[config.mk]
export PLATFORM = sky130hd
export DESIGN_NAME = register_file
export DESIGN_NICKNAME = d
export VERILOG_FILES = /design/src/rtl/regfile_pkg.sv /design/src/rtl/regfile_read_port.sv /design/src/rtl/register_file.sv
export SDC_FILE = /design/constraint.sdc
export NUM_CORES = 1
export LEC_CHECK = 0
export CAP_MARGIN = 25
export CELL_PAD_IN_SITES_DETAIL_PLACEMENT = 0
export CELL_PAD_IN_SITES_GLOBAL_PLACEMENT = 2
export CORE_MARGIN = 3
export CORE_UTILIZATION = 45
export CTS_CLUSTER_SIZE = 24
export DETAILED_ROUTE_END_ITERATION = 10
export PLACE_DENSITY_LB_ADDON = 0.1
export SLEW_MARGIN = 40
export SYNTH_ARGS = -nofsm -noshare
export SYNTH_HDL_FRONTEND = slang
export SYNTH_HIERARCHICAL = 1
export SYNTH_SLANG_ARGS = --single-unit
[constraint.sdc]
create_clock -name Clk -period 13.6 [get_ports Clk]
set_clock_uncertainty 0.1 [all_clocks]
set_input_delay 3.4 -clock Clk [delete_from_list [all_inputs] [get_ports Clk]]
set_output_delay 3.4 -clock Clk [all_outputs]
set_load 0.005 [all_outputs]
[src/rtl/regfile_pkg.sv]
// Shared register-file types and sizes, used by the register file, the write-back mux and the controller.
package regfile_pkg;

    localparam int DATA_W   = 16;
    localparam int ADDR_W   = 4;
    localparam int NUM_REGS = 16;

    typedef logic [DATA_W-1:0] data_t;
    typedef logic [ADDR_W-1:0] reg_addr_t;

endpackage

[src/rtl/regfile_read_port.sv]
// One registered read port: capture on enable, hold otherwise.
// Optional write-first forwarding when REGFILE_BYPASS_EN is defined.
module regfile_read_port
    import regfile_pkg::*;
(
    input  logic      clk,
    input  logic      rst,
    input  logic      en,
    input  reg_addr_t addr,
    input  data_t     rd_data,
    input  logic      rd_valid,
    input  logic      w_en,
    input  reg_addr_t w_addr,
    input  data_t     w_data,
    output data_t     data,
    output logic      valid
);

    data_t data_reg;
    data_t data_next;
    logic  valid_reg;
    logic  valid_next;

`ifdef REGFILE_BYPASS_EN
    logic bypass_hit;
    assign bypass_hit = w_en && (w_addr == addr);
`else
    // Write-port signals only matter for forwarding; keep them visibly consumed.
    logic unused_bypass_inputs;
    assign unused_bypass_inputs = ^{w_en, w_addr, w_data};
`endif

    always_comb begin
        data_next  = data_reg;
        valid_next = valid_reg;
        if (en) begin
`ifdef REGFILE_BYPASS_EN
            if (bypass_hit) begin
                data_next  = w_data;
                valid_next = 1'b1;
            end else begin
                data_next  = rd_data;
                valid_next = rd_valid;
            end
`else
            data_next  = rd_data;
            valid_next = rd_valid;
`endif
        end
    end

    always_ff @(posedge clk or posedge rst) begin
        if (rst) begin
            data_reg  <= '0;
            valid_reg <= 1'b0;
        end else begin
            data_reg  <= data_next;
            valid_reg <= valid_next;
        end
    end

    assign data  = data_reg;
    assign valid = valid_reg;

endmodule

[src/rtl/register_file.sv]
// 16x16 CPU register file with two registered read ports and per-register written flags.
// Define REGFILE_BYPASS_EN for write-first forwarding on the read ports.
module register_file
    import regfile_pkg::*;
(
    input  logic                Clk,
    input  logic                Reset,
    input  data_t               W_data,
    input  reg_addr_t           W_addr,
    input  logic                W_en,
    input  reg_addr_t           Ra_addr,
    input  logic                Ra_en,
    input  reg_addr_t           Rb_addr,
    input  logic                Rb_en,
    output data_t               Ra_data,
    output data_t               Rb_data,
    output logic                Ra_valid,
    output logic                Rb_valid,
    output logic [NUM_REGS-1:0] Valid_vec
);

    data_t               mem_reg [NUM_REGS];
    logic [NUM_REGS-1:0] valid_reg;
    logic [NUM_REGS-1:0] wr_sel;

    generate
        for (genvar gi = 0; gi < NUM_REGS; gi++) begin : g_wr_sel
            assign wr_sel[gi] = W_en && (W_addr == ADDR_W'(gi));
        end
    endgenerate

    // Async clear of the whole array means this maps to flops, not block RAM.
    always_ff @(posedge Clk or posedge Reset) begin
        if (Reset) begin
            for (int i = 0; i < NUM_REGS; i++) begin
                mem_reg[i] <= '0;
            end
            valid_reg <= '0;
        end else begin
            for (int i = 0; i < NUM_REGS; i++) begin
                if (wr_sel[i]) begin
                    mem_reg[i]   <= W_data;
                    valid_reg[i] <= 1'b1;
                end
            end
        end
    end

    assign Valid_vec = valid_reg;

    data_t ra_mem_data;
    data_t rb_mem_data;
    logic  ra_mem_valid;
    logic  rb_mem_valid;

    assign ra_mem_data  = mem_reg[Ra_addr];
    assign rb_mem_data  = mem_reg[Rb_addr];
    assign ra_mem_valid = valid_reg[Ra_addr];
    assign rb_mem_valid = valid_reg[Rb_addr];

    regfile_read_port u_port_a (
        .clk      (Clk),
        .rst      (Reset),
        .en       (Ra_en),
        .addr     (Ra_addr),
        .rd_data  (ra_mem_data),
        .rd_valid (ra_mem_valid),
        .w_en     (W_en),
        .w_addr   (W_addr),
        .w_data   (W_data),
        .data     (Ra_data),
        .valid    (Ra_valid)
    );

    regfile_read_port u_port_b (
        .clk      (Clk),
        .rst      (Reset),
        .en       (Rb_en),
        .addr     (Rb_addr),
        .rd_data  (rb_mem_data),
        .rd_valid (rb_mem_valid),
        .w_en     (W_en),
        .w_addr   (W_addr),
        .w_data   (W_data),
        .data     (Rb_data),
        .valid    (Rb_valid)
    );

endmodule

==> impl_metrics.py <==
metrics = {
    "synthesis": {
        "cell_area_after_synthesis_sq_mm": 0.0155,
        "synthesis.area_per_instance_sq_um": 15.9,
        "netlist-cell-type-count": 22,
        "synth_seq_cells": 306,
        "synth.net_count": 1006,
        "yosysSeqAreaShare_pct": 49.5,
        "synth-warning-count": 6,
        "instance_count_of_the_mapped_netlist": 973,
    },
    "die": {
        "chipHeight_microns": 191,
        "core-area_sq_mm": 0.0337,
        "die-width_microns": 191,
        "floorplan.die_area_sq_mm": 0.0366,
        "initial_utilization_pct": 45.9,
        "std_cell_rows": 67,
        "ioPinCount": 83,
    },
    "worst_hold_path": {
        "min_path_type": "reg -> reg",
        "timing.hold.worst.start": "u_port_b/data[3]",
    },
    "clock_tree": {
        "clockBufferDepth": 3,
        "clk_pin_slew_ns": 0.06,
        "post_cts_resized": 0,
        "postCtsSetupBuffers": 0,
        "cts_sinks": 306,
        "cts-buffers-inserted": 37,
        "cts.root.buffer_cell": "sky130_fd_sc_hd__clkbuf_16",
        "worst_skew_pair.late_latency_ns": 0.51,
        "cts.hold.buffers_added": 0,
        "h-tree-depth": 2,
        "cts_tree": "done",
    },
    "detailed_routing": {
        "detailedRoute.firstPassIterationCount": 5,
        "drc": 0,
        "dr_total_vias": 9272,
        "route.detailed.wl_per_inst_microns": 28.9,
        "drt-total-wl_mm": 43.5,
        "detailedRoute.firstIterationViolations": 666,
        "post_drt_via_cell_ratio": 6.15,
        "final_antenna_net_count": 0,
    },
    "sta": {
        "post-route-period-util_pct": 40.0,
        "timing.max_slew.rel_slack_pct": 40.1,
        "setup_viol_count_final": 0,
        "fin_crit_period_ns": 5.43,
        "report.final.hold_viol_count": 0,
        "drv_slew": 0,
        "rsz_0062_raised_after_global_routing": "false",
        "timing.fmax_mhz": 184,
        "tightest_slew_ns": 0.896,
        "final.setup.tns_ns": 0,
    },
    "power": {
        "seq_power_share_pct": 41.8,
        "power_switching_uw": 757,
        "power.density_mw_per_mm2": 169,
        "power.leakage_uw": 0.00751,
        "clockPowerShare_pct": 37.2,
        "ir_drop_mv": 0.0886,
        "p_sw_share_pct": 24.7,
        "comb_power_share_pct": 21.0,
        "internal-power_uw": 2310,
    },
    "layout": {
        "inserted_diodes": 0,
        "fin_nets": 1066,
        "layout.filler_cells": 2796,
        "multi_input_area_sq_mm": 0.00739,
        "fraction_of_final_layout_cells_sized_beyond_drive_strength_1_pct": 51.8,
        "final-seq-area_sq_mm": 0.00766,
        "layout_common_cells": "306 x sky130_fd_sc_hd__dfrtp_1, 270 x sky130_fd_sc_hd__mux2_2, 136 x sky130_fd_sc_hd__mux4_2",
        "area_growth_syn_to_fin_pct": 17.2,
        "instances_no_fill": 1507,
        "layout.cells.most_common": "sky130_fd_sc_hd__dfrtp_1",
        "flip_flop_count_of_the_largest_register_all_copies_and_words_added": 256,
    },
    "setup_path": {
        "critPathKind": "in -> reg",
        "critPathRequiredTime_ns": 13.89,
        "crit_path_start": "Rb_addr[0]",
        "critical_path_peak_fanout": 40,
        "critPathCaptureType": "flop",
        "arrival_ns": 5.72,
        "reg2reg_from": "mem_reg[65]",
        "setup.worst_path.start_class": "primary input",
    },
    "global_route": {
        "grt_pass1_vias": 9760,
        "global_route.overflow_total": 0,
        "grt_start_max_net_pins": 150,
        "gr-usage-all-layers_pct": 24.5,
        "antenna_found_initial": 0,
        "global_route_wire_length_before_repair_mm": 65.5,
    },
    "placed_design": {
        "final_hpwl_from_detailed_placement_mm": 23.2,
        "place.port_buffers": 82,
        "routabilityCongestion": 0.730,
        "post_place_cells": 1440,
    },
    "run": {
        "cap_viol_max_count": 0,
    },
    "outcome": {
        "status": "finished clean",
    },
}
worst max-delay path: stages:
cell,delay [ns]
sky130_fd_sc_hd__buf_4,0.50
sky130_fd_sc_hd__buf_6,0.61
sky130_fd_sc_hd__mux4_2,0.58
sky130_fd_sc_hd__a22oi_1,0.24
sky130_fd_sc_hd__nand2_1,0.09
sky130_fd_sc_hd__mux2_4,0.25
synth_stat cells (all sizes together):
cell    instances  area, sq um
mux2          290         3340
nand2          36          135
and2            2         12.5
dfrtp         306         7660
a22oi          68          510
nor2           12         67.6
nand2b         10         62.6
inv             3         11.3
clkbuf         39          146
nand3b          2         15.0
or3             3         18.8
or2            10         62.6
buf            49          315
nand3           1         5.00
nor2b           5         31.3
mux4          136         3060
nor3b           1         12.5
per-layer routing:
layer  routed length [microns]  track usage, %
met5                         0               0
met4                       818            5.11
met3                      2780            5.08
met2                     19900            37.4
met1                     20000            36.6
power groups by stage:
stage	combinational (uW)	clock [uW]	sequential (uW)
after floorplan	467	0	1250
final	644	1140	1280
after detailed placement	646	0	1290
after CTS	648	1160	1280
after global routing	696	1200	1310
after global placement	633	0	1290
logic make-up after synthesis:
| family | share of synthesized area [%] |
|---|---|
| flops | 49.5 |
| compound gates | 3.30 |
| mux | 41.4 |
| simple gates | 2.73 |
| buf+inv | 3.06 |
path summary, 6_finish.rpt:
check | to | slack (ns) | cells after the start
max | u_port_b/data[12] | 8.17 | 6
min | u_port_b/data[3] | 0.40 | 1
min reg2reg | u_port_b/data[3] | 0.40 | 1
max reg2reg | u_port_b/data[1] | 11.86 | 4
min in group asynchronous | Valid_vec[15] | 3.40 | 2
max in group asynchronous | mem_reg[21] | 8.72 | 4
layout make-up:
type	instances	area share, %
sequential	306	42.2
inverter	3	0.131
timing repair buffer	109	5.96
multi-input combinational	576	40.8
clock buffer	50	5.87
tap	448	3.09
clock inverter	15	1.93
metrics by stage:
stage	worst slack, ns	instance area (sq um)	power, uW	hold slack (ns)	util (%)
final	8.17	18100	3070	0.405	53.8
after global routing	7.99	18100	3210	0.419	53.8
after CTS	8.10	18100	3090	0.411	53.6
after detailed placement	7.57	16700	1940	0.398	49.4
after global placement	7.35	16600	1920	0.389	49.4
after floorplan	2.60	15500	1710	0.391	-
Power figures use the tool's default switching activity.
